`config.mk`:
```
export PLATFORM = sky130hd
export DESIGN_NAME = key_event_gen
export DESIGN_NICKNAME = d
export VERILOG_FILES = /design/src/rtl/key_event_pkg.sv /design/src/rtl/key_event_gen_hold_timer.sv /design/src/rtl/key_event_gen.sv
export SDC_FILE = /design/constraint.sdc
export NUM_CORES = 1
export LEC_CHECK = 0
export ABC_CLOCK_PERIOD_IN_PS = 2900
export CAP_MARGIN = 20
export CORE_ASPECT_RATIO = 0.7
export CORE_UTILIZATION = 45
export DETAILED_ROUTE_END_ITERATION = 12
export GPL_TIMING_DRIVEN = 0
export PLACE_DENSITY = 0.76
export SLEW_MARGIN = 20
export SYNTH_ARGS = -nofsm -noshare
export SYNTH_HDL_FRONTEND = slang
export SYNTH_SLANG_ARGS = --single-unit
```
`constraint.sdc`:
```
create_clock -name clk -period 2.9 [get_ports clk]
set_input_delay 0.87 -clock clk [delete_from_list [all_inputs] [get_ports clk]]
set_output_delay 0.87 -clock clk [all_outputs]
set_load 0.05 [all_outputs]
```
`src/rtl/key_event_pkg.sv`:
```
// Shared definitions for the key event generator: state encoding and default hold timings.
package key_event_pkg;

  typedef enum logic [1:0] {
    IDLE    = 2'd0,
    PRESSED = 2'd1,
    LONG    = 2'd2
  } key_state_e;

  localparam int DEFAULT_LONG_CYCLES   = 8;
  localparam int DEFAULT_REPEAT_CYCLES = 4;

  // Hold counter must represent max(LONG_CYCLES, REPEAT_CYCLES) without wrapping.
  function automatic int hold_cnt_width(input int long_cycles, input int repeat_cycles);
    int largest;
    largest = (long_cycles > repeat_cycles) ? long_cycles : repeat_cycles;
    return $clog2(largest + 1);
  endfunction

endpackage

```
`src/rtl/key_event_gen_hold_timer.sv`:
```
// Hold counter with clear, enable and terminal-count compare; clear+enable together restarts at one.
module hold_timer #(
  parameter int WIDTH = 4
) (
  input  logic             clk,
  input  logic             rst_n,
  input  logic             clear,
  input  logic             enable,
  input  logic [WIDTH-1:0] terminal,
  output logic [WIDTH-1:0] count,
  output logic             at_terminal
);

  always_ff @(posedge clk) begin
    if (!rst_n) begin
      count <= '0;
    end else if (clear) begin
      count <= enable ? WIDTH'(1) : '0;
    end else if (enable) begin
      count <= count + WIDTH'(1);
    end
  end

  assign at_terminal = (count == terminal);

endmodule

```
`src/rtl/key_event_gen.sv`:
```
// Turns a debounced button level into registered press/release/click/long/repeat events.
module key_event_gen
  import key_event_pkg::*;
#(
  parameter int LONG_CYCLES   = DEFAULT_LONG_CYCLES,
  parameter int REPEAT_CYCLES = DEFAULT_REPEAT_CYCLES
) (
  input  logic       clk,
  input  logic       rst_n,
  input  logic       level,
  input  logic       repeat_en,
  output logic       press_pulse,
  output logic       release_pulse,
  output logic       click_pulse,
  output logic       long_pulse,
  output logic       repeat_pulse,
  output logic       held,
  output logic [7:0] press_count
);

  localparam int CW = hold_cnt_width(LONG_CYCLES, REPEAT_CYCLES);
  localparam logic [CW-1:0] LONG_TC   = CW'(LONG_CYCLES - 1);
  localparam logic [CW-1:0] REPEAT_TC = CW'(REPEAT_CYCLES - 1);

  key_state_e state, next_state;

  logic [CW-1:0] cnt;
  logic [CW-1:0] terminal;
  logic          at_tc;
  logic          cnt_clear;
  logic          cnt_enable;
  logic          press_d, release_d, click_d, long_d, repeat_d;

  hold_timer #(.WIDTH(CW)) u_hold_timer (
    .clk        (clk),
    .rst_n      (rst_n),
    .clear      (cnt_clear),
    .enable     (cnt_enable),
    .terminal   (terminal),
    .count      (cnt),
    .at_terminal(at_tc)
  );

  // Outputs are registered alongside the state so every event appears one cycle after its sample.
  always_ff @(posedge clk) begin
    if (!rst_n) begin
      state         <= IDLE;
      press_pulse   <= 1'b0;
      release_pulse <= 1'b0;
      click_pulse   <= 1'b0;
      long_pulse    <= 1'b0;
      repeat_pulse  <= 1'b0;
      held          <= 1'b0;
      press_count   <= 8'd0;
    end else begin
      state         <= next_state;
      press_pulse   <= press_d;
      release_pulse <= release_d;
      click_pulse   <= click_d;
      long_pulse    <= long_d;
      repeat_pulse  <= repeat_d;
      held          <= (next_state != IDLE);
      if (press_d) begin
        press_count <= press_count + 8'd1;
      end
    end
  end

  always_comb begin
    next_state = state;
    case (state)
      IDLE:    if (level) next_state = PRESSED;
      PRESSED: begin
        if (!level)     next_state = IDLE;
        else if (at_tc) next_state = LONG;
      end
      LONG:    if (!level) next_state = IDLE;
      default: next_state = IDLE;
    endcase
  end

  // Release is tested first so it always wins over long and repeat on the same sample.
  always_comb begin
    press_d    = 1'b0;
    release_d  = 1'b0;
    click_d    = 1'b0;
    long_d     = 1'b0;
    repeat_d   = 1'b0;
    cnt_clear  = 1'b1;
    cnt_enable = 1'b0;
    terminal   = (state == LONG) ? REPEAT_TC : LONG_TC;
    case (state)
      IDLE: begin
        if (level) begin
          press_d    = 1'b1;
          cnt_enable = 1'b1;
        end
      end
      PRESSED: begin
        if (!level) begin
          release_d = 1'b1;
          click_d   = 1'b1;
        end else if (at_tc) begin
          long_d = 1'b1;
        end else begin
          cnt_clear  = 1'b0;
          cnt_enable = 1'b1;
        end
      end
      LONG: begin
        if (!level) begin
          release_d = 1'b1;
        end else if (repeat_en) begin
          if (at_tc) begin
            repeat_d = 1'b1;
          end else begin
            cnt_clear  = 1'b0;
            cnt_enable = 1'b1;
          end
        end
      end
      default: ;
    endcase
  end

endmodule

```
==> impl_metrics.py <==
metrics = {
    "finish": {
        "nFillCells": 166,
        "drive_above_1_share": 0.0984,
        "syn_to_final_growth_pct": 24.5,
        "diodes": 0,
        "final_cells": 152,
        "nNetsFinal": 133,
    },
    "logic_synthesis": {
        "ys.flop_type": "dfxtp_1",
        "yosysWarnings": 0,
        "synth-edff-count": 0,
        "yosysSeqAreaShare": 0.402,
        "syn_nets": 111,
        "ys_async_sr_fraction": 0,
        "netlist_instances": 101,
        "synth_cell_types": 34,
        "synth_area_per_cell_um2": 9.87,
        "yosys_register_bits": 20,
        "netlist_area_um2": 997,
    },
    "power_and_ir_drop": {
        "p_clk_frac": 0.290,
        "ir_drop_mv": 0.239,
        "p_leak_nw": 0.481,
        "seqPwrFrac": 0.530,
        "swShare": 0.278,
        "power_density_mw_per_mm2": 447,
        "intPower_w": 0.000400,
        "p_comb_frac": 0.180,
        "p_sw_w": 0.000154,
    },
    "setup_path": {
        "critical_path_class": "flop to primary output",
        "cp_max_fo": 5,
        "path_buf_inv": 1,
        "startpoint_type": "flop",
        "slowest_delay_ns": 0.86,
        "critPathRequiredTime_ns": 2.03,
        "path_delay_family": "buffers and inverters",
        "arrival_ns": 1.63,
        "crit_path_end_kind": "primary output",
        "slowest_stage": "clkdlybuf4s50_1",
        "cp_cell_sequence": "clkdlybuf4s50_1",
    },
    "routing": {
        "firstDrtPassIters": 4,
        "wl_met3_um": 83,
        "ant_nets": 0,
        "num_vias": 738,
        "wl_um": 1720,
        "wl_per_cell_um": 11.3,
        "highest_layer": "met4",
        "wl_met2_um": 735,
        "via_per_inst": 4.86,
        "drt-initial-drc-count": 8,
        "wl_met1_um": 890,
        "post-route-drc-count": 0,
    },
    "cts": {
        "cts_tree": "yes",
        "cts_setup_buffers": 0,
        "cts_hold_buf": 0,
        "clockBufferDepth": 2,
        "cts-buffers-inserted": 3,
        "postCtsResizedCells": 0,
        "clock_latency_ns": 0.30,
        "cts.sinks": 20,
        "cts-root-buf": "clkbuf_4",
        "clk_pin_slew_worst_paths_ns": 0.11,
        "htree_levels": 1,
    },
    "floorplanning": {
        "die_h_um": 41.4,
        "io_pins": 18,
        "start_util": 0.507,
        "die_w_um": 58.3,
        "fp.coreArea_mm2": 0.00197,
        "die-area_mm2": 0.00241,
        "placementRows": 13,
    },
    "timing": {
        "tightest_slew_ns": 0.502,
        "fin_crit_ns": 2.50,
        "slew_headroom": 0.664,
        "tns_ns": 0,
        "fmax_mhz": 400,
        "rsz0062_at_grt": "no",
        "drv_slew": 0,
        "setup-violations-final": 0,
        "hold_violations": 0,
        "min_period_over_period": 0.863,
        "skew_ns": 0.00384,
    },
    "grt": {
        "grt_pass1_vias": 654,
        "grt_overflow": 0,
        "grt_max_degree": 12,
        "grt_pass1_wl_um": 2840,
        "antenna_found_initial": 0,
        "track_usage": 0.164,
    },
    "placed_design": {
        "port_buffers": 17,
        "dp_cells": 148,
        "gp_congestion": 0.805,
        "dp_hpwl_um": 1310,
    },
    "job": {
        "drv_cap": 0,
    },
    "hold_path": {
        "hold_class": "flop to flop",
    },
    "status": {
        "status": "completed",
    },
}
cell usage after synthesis (all sizes together), types with 3 or more instances:
| cell | instances | area share |
|---|---|---|
| ha | 6 | 0.075 |
| nand4 | 3 | 0.034 |
| nor2 | 8 | 0.030 |
| o21ai | 5 | 0.025 |
| and2 | 7 | 0.044 |
| a21boi | 3 | 0.026 |
| nand2 | 4 | 0.015 |
| inv | 5 | 0.019 |
| dfxtp | 20 | 0.40 |
| xnor2 | 7 | 0.069 |
| and3 | 4 | 0.025 |
| a21oi | 3 | 0.015 |
cells in the final DEF (no fill, tap or decap), drive strengths merged:
master	instances
dfxtp	20
clkdlybuf4s50	17
nor2	8
and2	7
xnor2	7
ha	6
clkbuf	6
inv	5
o21ai	5
and3	4
nand2	4
a21oi	3
a21boi	3
nand4	3
and3b	2
nand2b	2
nor2b	2
nand3b	2
or3	2
a211oi	2
mux2i	2
nor3	2
a2111oi	1
a21o	1
buf	1
or2	1
o221ai	1
nand3	1
xor2	1
a21bo	1
power by group through the flow:
stage	Clock, W	Combinational, W	Sequential, W
2_1_floorplan	0	0.0000475	0.000323
3_3_place_gp	0	0.0000981	0.000300
3_5_place_dp	0	0.0000998	0.000300
4_1_cts	0.000165	0.000100	0.000294
5_1_grt	0.000178	0.000108	0.000296
6_report	0.000161	0.0000996	0.000294
worst paths after layout:
| path | startpoint | cells past startpoint | slack, ns | endpoint |
|---|---|---|---|---|
| setup / recovery | press_count[2] | 1 | 0.40 | press_count[2] |
| hold / removal | press_count[5] | 2 | 0.50 | press_count[5] |
| setup reg to reg | state[0] | 7 | 1.14 | u_hold_timer.count[0] |
| hold reg to reg | press_count[5] | 2 | 0.50 | press_count[5] |
registers in the layout, indices dropped and copies added (netlist names):
name / cells
state: 2
release_pulse: 1
repeat_pulse: 1
held: 1
press_pulse: 1
press_count: 8
click_pulse: 1
u_hold_timer.count: 4
long_pulse: 1
per-layer routing:
| layer | vias up | track usage |
|---|---|---|
| li1 | 387 | - |
| met1 | 335 | 0.200 |
| met2 | 14 | 0.279 |
| met3 | 2 | 0.0710 |
| met4 | 0 | 0.0357 |
| met5 | - | 0 |
metrics by stage:
stage / util / instance area [um2] / setup WS, ns / hold WS, ns / total power, W
2_1_floorplan: - / 997 / 1.11 / 0.488 / 0.000371
3_3_place_gp: 0.612 / 1200 / 0.593 / 0.467 / 0.000398
3_5_place_dp: 0.612 / 1200 / 0.572 / 0.483 / 0.000400
4_1_cts: 0.631 / 1240 / 0.388 / 0.502 / 0.000560
5_1_grt: 0.631 / 1240 / 0.325 / 0.543 / 0.000582
6_report: 0.631 / 1240 / 0.397 / 0.502 / 0.000554
cell type report:
cell class | count | area, um2 | area share
tap | 30 | 37.5 | 0.0302
clock buffer | 4 | 36.3 | 0.0292
buffer | 3 | 20.0 | 0.0161
inverter | 5 | 18.8 | 0.0151
multi-input combinational | 73 | 558 | 0.450
sequential | 20 | 400 | 0.323
timing repair buffer | 17 | 170 | 0.137
cell families (layout without fill, tap and decap cells):
logic type / Yosys count / after routing / share of synthesized area
DFF: 20 / 20 / 0.402
AOI/OAI and AO/OA: 17 / 17 / 0.142
xor gates and xnor gates: 8 / 8 / 0.0778
muxes: 2 / 2 / 0.0201
buffers and inverters: 8 / 29 / 0.0389
and+or+nand+nor: 40 / 40 / 0.245
adders and majority gates: 6 / 6 / 0.0753
No activity file was read; power rests on OpenSTA's default activity.
